File: src/rtl/optic_flow_color_pkg.sv
// optic_flow_color_pkg
// Shared definitions for the optic-flow palette custom instruction:
// opcode encoding, histogram selectors, palette geometry and the reset
// colouring of the 16 flow codes.
package optic_flow_color_pkg;

  localparam int PAL_DEPTH = 16;
  localparam int COLOR_W   = 16;

  typedef logic [COLOR_W-1:0] color_t;

  typedef enum logic [1:0] {
    OP_CONVERT = 2'd0,
    OP_WRITE   = 2'd1,
    OP_READ    = 2'd2,
    OP_HIST    = 2'd3
  } opcode_e;

  // Selector d (0..3) reads the counter for flow-code bit d.
  localparam logic [2:0] HSEL_RIGHT   = 3'd0;
  localparam logic [2:0] HSEL_LEFT    = 3'd1;
  localparam logic [2:0] HSEL_DOWN    = 3'd2;
  localparam logic [2:0] HSEL_UP      = 3'd3;
  localparam logic [2:0] HSEL_CONVERT = 3'd4;

  // Fixed direction colouring for code {u,d,l,r}.
  function automatic color_t default_color(input logic [3:0] code);
    logic u, d, l, r;
    {u, d, l, r} = code;
    return {(l | d), 4'b0, (r | d), 5'b0, (u | d), 4'b0};
  endfunction

endpackage

File: src/rtl/optic_flow_palette_ci_if.sv
// optic_flow_palette_ci_if
// CPU custom-instruction bus: start/ciN/valueA/valueB from the CPU,
// done/result back from the CI block.
//   master : CPU side (drives request, receives done/result)
//   slave  : CI block side
interface optic_flow_palette_ci_if;
  logic        start;
  logic [7:0]  ciN;
  logic [31:0] valueA;
  logic [31:0] valueB;
  logic        done;
  logic [31:0] result;

  modport master (output start, ciN, valueA, valueB, input done, result);
  modport slave  (input start, ciN, valueA, valueB, output done, result);
endinterface

File: src/rtl/optic_flow_palette_ci_palette.sv
// optic_flow_palette
// 16x16 colour register file, synchronous reset to default_color().
// Ports:
//   clock, reset         : clock, synchronous active-high reset
//   we, waddr, wdata     : single write port
//   raddr0/1, rdata0/1   : combinational pixel0/pixel1 read ports
//   raddr2, rdata2       : combinational read port for the READ opcode
module optic_flow_palette
  import optic_flow_color_pkg::*;
(
  input  logic       clock,
  input  logic       reset,
  input  logic       we,
  input  logic [3:0] waddr,
  input  color_t     wdata,
  input  logic [3:0] raddr0,
  output color_t     rdata0,
  input  logic [3:0] raddr1,
  output color_t     rdata1,
  input  logic [3:0] raddr2,
  output color_t     rdata2
);

  color_t mem [PAL_DEPTH];

  always_ff @(posedge clock) begin
    if (reset) begin
      for (int i = 0; i < PAL_DEPTH; i++) mem[i] <= default_color(4'(i));
    end else if (we) begin
      mem[waddr] <= wdata;
    end
  end

  assign rdata0 = mem[raddr0];
  assign rdata1 = mem[raddr1];
  assign rdata2 = mem[raddr2];

endmodule

File: src/rtl/optic_flow_palette_ci.sv
// optic_flow_palette_ci
// Custom instruction converting packed 4-bit flow codes into RGB565 pixel
// pairs through a programmable palette, with optional per-frame saturating
// direction histograms.
// Optional feature macro: OPTIC_FLOW_HISTOGRAM_EN (counters + HIST opcode).
// Ports:
//   clock  : system clock
//   reset  : synchronous active-high reset
//   ci     : custom-instruction bus (slave modport)
// Parameters:
//   customInstructionId : CI number this block answers to
//   COUNTER_WIDTH       : histogram counter width (4..32)
module optic_flow_palette_ci
  import optic_flow_color_pkg::*;
#(
  parameter logic [7:0] customInstructionId = 8'd0,
  parameter int         COUNTER_WIDTH       = 16
) (
  input  logic                   clock,
  input  logic                   reset,
  optic_flow_palette_ci_if.slave ci
);

  logic        go;
  opcode_e     opcode;
  logic [7:0]  flow_byte;
  logic [3:0]  code0, code1;
  color_t      pix0, pix1, rd_color;
  logic [31:0] hist_val;
  logic [31:0] result_next;
  logic        done_q;
  logic [31:0] result_q;

  assign go     = ci.start && (ci.ciN == customInstructionId);
  assign opcode = opcode_e'(ci.valueB[9:8]);

  // Group g selects byte g of valueA: low nibble pixel0, high nibble pixel1.
  assign flow_byte = 8'(ci.valueA >> {ci.valueB[1:0], 3'b000});
  assign code0     = flow_byte[3:0];
  assign code1     = flow_byte[7:4];

  optic_flow_palette u_palette (
    .clock  (clock),
    .reset  (reset),
    .we     (go && (opcode == OP_WRITE)),
    .waddr  (ci.valueB[3:0]),
    .wdata  (ci.valueA[15:0]),
    .raddr0 (code0),
    .rdata0 (pix0),
    .raddr1 (code1),
    .rdata1 (pix1),
    .raddr2 (ci.valueB[3:0]),
    .rdata2 (rd_color)
  );

`ifdef OPTIC_FLOW_HISTOGRAM_EN
  logic [COUNTER_WIDTH-1:0] cnt [0:4];
  logic [1:0]               inc_dir [4];

  // Sum is formed two bits wider than the counter so the saturation
  // compare sees the true value instead of a wrapped one.
  function automatic logic [COUNTER_WIDTH-1:0] sat_add(
    input logic [COUNTER_WIDTH-1:0] c,
    input logic [1:0]               inc
  );
    logic [COUNTER_WIDTH+1:0] sum;
    sum = {2'b00, c} + (COUNTER_WIDTH+2)'(inc);
    if (sum > {2'b00, {COUNTER_WIDTH{1'b1}}}) return '1;
    return sum[COUNTER_WIDTH-1:0];
  endfunction

  always_comb begin
    for (int d = 0; d < 4; d++) inc_dir[d] = {1'b0, code0[d]} + {1'b0, code1[d]};
  end

  always_ff @(posedge clock) begin
    if (reset) begin
      for (int i = 0; i < 5; i++) cnt[i] <= '0;
    end else if (go && (opcode == OP_HIST) && ci.valueB[4]) begin
      for (int i = 0; i < 5; i++) cnt[i] <= '0;
    end else if (go && (opcode == OP_CONVERT)) begin
      for (int d = 0; d < 4; d++) cnt[d] <= sat_add(cnt[d], inc_dir[d]);
      cnt[HSEL_CONVERT] <= sat_add(cnt[HSEL_CONVERT], 2'd1);
    end
  end

  always_comb begin
    hist_val = '0;
    case (ci.valueB[2:0])
      HSEL_RIGHT:   hist_val = 32'(cnt[HSEL_RIGHT]);
      HSEL_LEFT:    hist_val = 32'(cnt[HSEL_LEFT]);
      HSEL_DOWN:    hist_val = 32'(cnt[HSEL_DOWN]);
      HSEL_UP:      hist_val = 32'(cnt[HSEL_UP]);
      HSEL_CONVERT: hist_val = 32'(cnt[HSEL_CONVERT]);
      default:      hist_val = '0;
    endcase
  end

  logic unused_bits;
  assign unused_bits = ^{ci.valueB[31:10], ci.valueB[7:5]};
`else
  assign hist_val = '0;

  logic unused_bits;
  assign unused_bits = ^{ci.valueB[31:10], ci.valueB[7:4]};
`endif

  always_comb begin
    result_next = '0;
    case (opcode)
      OP_CONVERT: result_next = {pix1, pix0};
      OP_WRITE:   result_next = '0;
      OP_READ:    result_next = {16'd0, rd_color};
      OP_HIST:    result_next = hist_val;
      default:    result_next = '0;
    endcase
  end

  always_ff @(posedge clock) begin
    if (reset) begin
      done_q   <= 1'b0;
      result_q <= '0;
    end else begin
      done_q   <= go;
      result_q <= go ? result_next : '0;
    end
  end

  assign ci.done   = done_q;
  assign ci.result = result_q;

endmodule

File: src/flat_wrapper.sv
// flat-port wrapper written by rule: the top's interface ports become plain ports
module optic_flow_palette_ci_flat import optic_flow_color_pkg::*;
#(
  parameter logic [7:0] customInstructionId = 8'd0,
  parameter int         COUNTER_WIDTH       = 16
)
  (clock, reset, ci_start, ci_ciN, ci_valueA, ci_valueB, ci_done, ci_result);
  optic_flow_palette_ci_if ci_i ();
  input  logic clock;
  input  logic reset;
  input wire logic [$bits(ci_i.start)-1:0] ci_start;
  input wire logic [$bits(ci_i.ciN)-1:0] ci_ciN;
  input wire logic [$bits(ci_i.valueA)-1:0] ci_valueA;
  input wire logic [$bits(ci_i.valueB)-1:0] ci_valueB;
  output wire logic [$bits(ci_i.done)-1:0] ci_done;
  output wire logic [$bits(ci_i.result)-1:0] ci_result;
  assign ci_i.start = ci_start;
  assign ci_i.ciN = ci_ciN;
  assign ci_i.valueA = ci_valueA;
  assign ci_i.valueB = ci_valueB;
  assign ci_done = ci_i.done;
  assign ci_result = ci_i.result;
  optic_flow_palette_ci #(.customInstructionId(customInstructionId), .COUNTER_WIDTH(COUNTER_WIDTH)) u_core (.clock(clock), .reset(reset), .ci(ci_i));
endmodule
File: config.mk
export PLATFORM = sky130hd
export DESIGN_NAME = optic_flow_palette_ci_flat
export DESIGN_NICKNAME = d
export VERILOG_FILES = /design/src/rtl/optic_flow_color_pkg.sv /design/src/rtl/optic_flow_palette_ci_if.sv /design/src/rtl/optic_flow_palette_ci_palette.sv /design/src/rtl/optic_flow_palette_ci.sv /design/src/flat_wrapper.sv
export SDC_FILE = /design/constraint.sdc
export NUM_CORES = 1
export LEC_CHECK = 0
export BUFFER_PORTS_ARGS = -buffer_cell sky130_fd_sc_hd__buf_2
export CORE_AREA = 2 2 209 160
export CTS_CLUSTER_DIAMETER = 200
export DETAILED_ROUTE_END_ITERATION = 6
export DIE_AREA = 0 0 211 162
export GPL_ROUTABILITY_DRIVEN = 1
export HOLD_SLACK_MARGIN = 0.03
export PLACE_DENSITY = 0.73
export SYNTH_ARGS = -nofsm -noshare
export SYNTH_HDL_FRONTEND = slang
export SYNTH_SLANG_ARGS = --single-unit
File: constraint.sdc
create_clock -name clock -period 3.9 [get_ports clock]
set_input_delay 1.17 -clock clock [delete_from_list [all_inputs] [get_ports clock]]
set_output_delay 1.17 -clock clock [all_outputs]
set_load 0.1 [all_outputs]
### Word level (Yosys, flattened, before mapping)

Memories as Yosys holds them, arrays and structs flattened.
Index checks and enable logic that the tools add are counted.
Widths: inputs -> output; s select.

* memories kept: 1
* word-level logic and storage cells: 24
* input port bits: 75
* bits in registers: 33
* RAM bits: 256
* output and inout bits: 33

Memories
* u_core.u_palette.mem: words 16, width 16, rd ports 3, clocked after Yosys merged registers in 0, wr ports 16, line optic_flow_palette_ci_palette.sv:24 `color_t mem [PAL_DEPTH];`

* shifts and indexed selects: 1
* equality and inequality tests: 3
* reductions and logical operators: 7
* multiplexer cells: 9
* bitwise logic cells: 1

Operator list (count)
* $pmux 32 s3: 1
* $shr 32x5->8: 1
* $mux 16: 1
* $reduce_or 16->1: 1
* $logic_not 8->1: 1
* $mux 1: 6
* $eq 2x2->1 const B: 2
* $mux 4: 1
* $reduce_or 2->1: 2
* $eq 2x1->1 const B: 1
* $logic_and 1x1->1: 2
* $logic_not 2->1: 1
* $not 1->1: 1

### Logic depth before layout (Yosys ltp)

* depth after elaboration: 8
* mapped depth: 10
* depth with buffers taken out: 5

### By module

From an unflattened synthesis, not the netlist that was laid out.

* cells, all modules: 1135
* area total of the unflattened synthesis: 17027.6 um^2

By module, submodules not included
* optic_flow_palette: cells each 1003, times used 1, seq. area each 7687.4 um^2, area each 15285.9 um^2
* optic_flow_palette_ci: cells each 132, times used 1, seq. area each 660.6 um^2, area each 1741.7 um^2

### Least setup slack after synthesis

Ideal clock, no wire load.

* path type: input port to flip-flop
* start point: in ci_ciN[1]
* end point: mem u_core.u_palette.mem[8][0] in the netlist's numbering, enable pin
* library setup time: 334 ps
* buffers on the path: 1
* path slack: 503 ps
* data arrival time: 3063 ps
* required time: 3566 ps
* stages: 6
* path through: or4_1 > nor4_4 > or3b_4 > buf_6 > nor2_8 > or2_2

RTL lines
* start: declaration: line flat_wrapper.sv:12 `input wire logic [$bits(ci_i.ciN)-1:0] ci_ciN;`
* end: declaration: line optic_flow_palette_ci_palette.sv:24

### Final worst setup path

* start point: in ci_valueA[5]
* end point: reg u_core.result_q[31] (netlist: u_core.ci.result[31])

* cells in the longest elaborated chain, start to end: 3

RTL lines
* start: declaration: line flat_wrapper.sv:13 `input wire logic [$bits(ci_i.valueA)-1:0] ci_valueA;`
* $shr 32x5->8: line optic_flow_palette_ci.sv:38 `assign flow_byte = 8'(ci.valueA >> {ci.valueB[1:0], 3'b000});`
* $mem_v2 16x16
* $pmux 32 s3: line optic_flow_palette_ci.sv:110 `case (opcode)`
* end signal: assignment: line optic_flow_palette_ci.sv:125 `result_q <= go ? result_next : '0;`
* end: declaration: line optic_flow_palette_ci.sv:32 `logic [31:0] result_q;`

Every way passes these cells.
A chain may end at the register's enable or synchronous reset.

==> reports/metrics.csv <==
metric;value;unit
cts_resized;0;
yosysMostFrequentCell;mux2i_1;
finClkSkew;0.01133;ns
dp_slack;0.06928;ns
end_kind;flop;
worstHoldStart;u_core.u_palette.mem[6][14];
grt_max_degree;46;
fillerInstances;2426;
cts.hold.buffers_added;0;
root_buffer;clkbuf_16;
drc;0;
synth_warnings;0;
worstPathRequired;4.37;ns
r2r.worst_path.cells;4;
fin_crit;3.267;ns
grt_overflow;0;
synth_mux_area_share;30.66;%
grtUsageTotal;33.55;%
cts_tree;built;
yosys.area.top_type_share;43.98;%
timing.fmax;306.1;MHz
syn-num-nets;1420;
htree_num_levels;1;
fin_crit_sh;83.76;%
synth_edf_count;256;
cts_made_buffers;30;
hold_class;flop to flop;
coreArea;32020;sq um
clock_sinks;289;
avgRoutedWirePerCell;30.30;microns
drive_gt1_share;25.50;%
syn_area;17480;sq um
die_h;162;microns
port-buffer-count;81;
ant_nets;0;
setup_viol;0;
p_total;8032;uW
path_clk_slew;0.06;ns
hold_end;u_core.ci.result[14];
start_util;54.59;%
fp-row-count;57;
avgSynthCellArea;13.00;sq um
syn_inst;1345;
synth-main-ff-cell;edfxtp_1;
async_flop_share;0;%
nets;1498;
num_vias;12600;
yosys-top-cells-area;edfxtp_1 (44%), mux2i_1 (16%), mux4_2 (12%);
drtPass1Iterations;5;
worst_slack;0.6333;ns
crit_fanout;30;
dieArea;34180;sq um
gp_congestion;0.8970;
cp-start-kind;input port;
synth_compound_area_share;3.579;%
synth_top_family_by_area;multiplexers;
antenna_found_initial;1;
cts_buffer_depth;3;
synth.distinct_cells;43;
via_per_inst;6.774;
ys_seq_elements;289;
hpwl;35380;microns
insertion_delay;0.58;ns
reg2reg_from;u_core.u_palette.mem[5][2];
rsz0062_at_grt;no;
yosysTopAreaCell;edfxtp_1;
synth-simple-area-share;14.64;%
rrSetupSlack;1.99;ns
max_cap_viol_count;0;
slew_headroom;46.04;%
synth-adder-area-share;0;%
post-cts-setup-buffer-count;0;
routed_wl;56350;microns
pin_count;108;
grt_first_pass_wirelength;82220;microns
critPathArrivalTime;3.74;ns
reg2reg_to;u_core.ci.result[2];
synthTopCellsByCount;mux2i_1 (288), edfxtp_1 (256), and2_1 (220), mux4_2 (95), nand2_1 (62);
power.density;404.9;nW/um^2
antennaDiodeCount;0;
hold_violations;0;
critPathKind;input port to flop;
outcome;complete, no violations;
grt_pass1_vias;12580;
worst_pin_slew;0.8094;ns
syn_to_final_growth;13.49;%
seq_area_frac_synth;47.76;%
synth_xor_area_share;0;%
drtIter0Drc;1475;
holdPathStages;4;
drv_slew;0;
vdd_drop_max;318.6;uV
die_w;211;microns
tns;0;ns
leakagePower;0.007777;uW
## routing by layer
layer,GRT usage (%),wire length [microns],vias up
met3,7.386,6257,159
li1,-,-,5278
met4,14.82,2907,0
met1,46.22,22050,6325
met5,0,0,-
met2,51.50,25140,838
## power breakdown
group / internal, uW / total (uW) / switching (uW)
Combinational: 606 / 1370 / 767
Clock: 1800 / 3050 / 1250
Sequential: 3500 / 3610 / 109
Total: 5910 / 8030 / 2120
## flip-flops by register name, indices dropped and copies added (netlist names)
| register | count |
|---|---|
| u_core.ci.done | 1 |
| u_core.u_palette.mem | 256 |
| u_core.ci.result | 32 |
## cells in the final DEF (no fill, tap or decap), types with 16 or more instances in the layout
cell type,Yosys,layout
mux2i_1,288,288
edfxtp_1,256,256
and2_1,220,220
mux4_2,95,91
buf_2,44,79
buf_4,10,67
nand2_1,62,62
nor2_1,44,44
or3_1,33,33
dfxtp_1,33,33
clkbuf_16,0,32
mux2_2,30,30
o211ai_1,24,24
buf_12,0,23
or2_2,17,17
o22ai_1,16,16
nor3_1,18,16
## worst max path at each step
stage	start	slack, ns	to
2_1_floorplan	ci_ciN[1]	0.50	u_core.u_palette.mem[8][0]
3_3_place_gp	ci_valueA[5]	0.17	u_core.ci.result[31]
3_5_place_dp	ci_valueA[5]	0.07	u_core.ci.result[31]
4_1_cts	ci_valueA[5]	0.67	u_core.ci.result[31]
5_1_grt	ci_valueA[5]	0.50	u_core.ci.result[31]
6_report	ci_valueA[5]	0.63	u_core.ci.result[31]
## kinds of logic (layout without fill, tap and decap cells)
kind of cell,Yosys count,after routing
and+or+nand+nor,437,437
muxes,413,413
DFF,289,289
buffers and inverters,124,226
AOI/OAI and AO/OA,82,82
## critical path, stage by stage
cell	delay [ns]
buf_2	0.28
mux4_4	0.38
buf_4	0.54
nand2b_1	0.24
buf_12	0.21
nor2_1	0.07
a2111oi_0	0.53
nor3_1	0.12
buf_4	0.17
## final cells by class
cell class / instances / area (sq um) / area share (%)
Multi-Input combinational cell: 932 / 8564 / 43.17
Sequential cell: 289 / 8348 / 42.08
Timing Repair Buffer: 169 / 1359 / 6.850
Clock buffer: 45 / 909.6 / 4.585
Tap cell: 413 / 516.7 / 2.605
Clock inverter: 11 / 136.4 / 0.6875
Inverter: 1 / 3.754 / 0.01892
## per-stage QoR
step                      utilization, %  instances  cell area (sq um)  hold WS (ns)
final                              61.95       1860              19840        0.7195
after global routing               61.95       1860              19840        0.7625
after CTS                          61.95       1860              19840        0.7132
after detailed placement           58.68       1804              18790        0.6953
after global placement             58.68       1804              18790        0.6926
after floorplan                        -       1345              17480        0.6145
No activity file was read; power rests on OpenSTA's default activity.
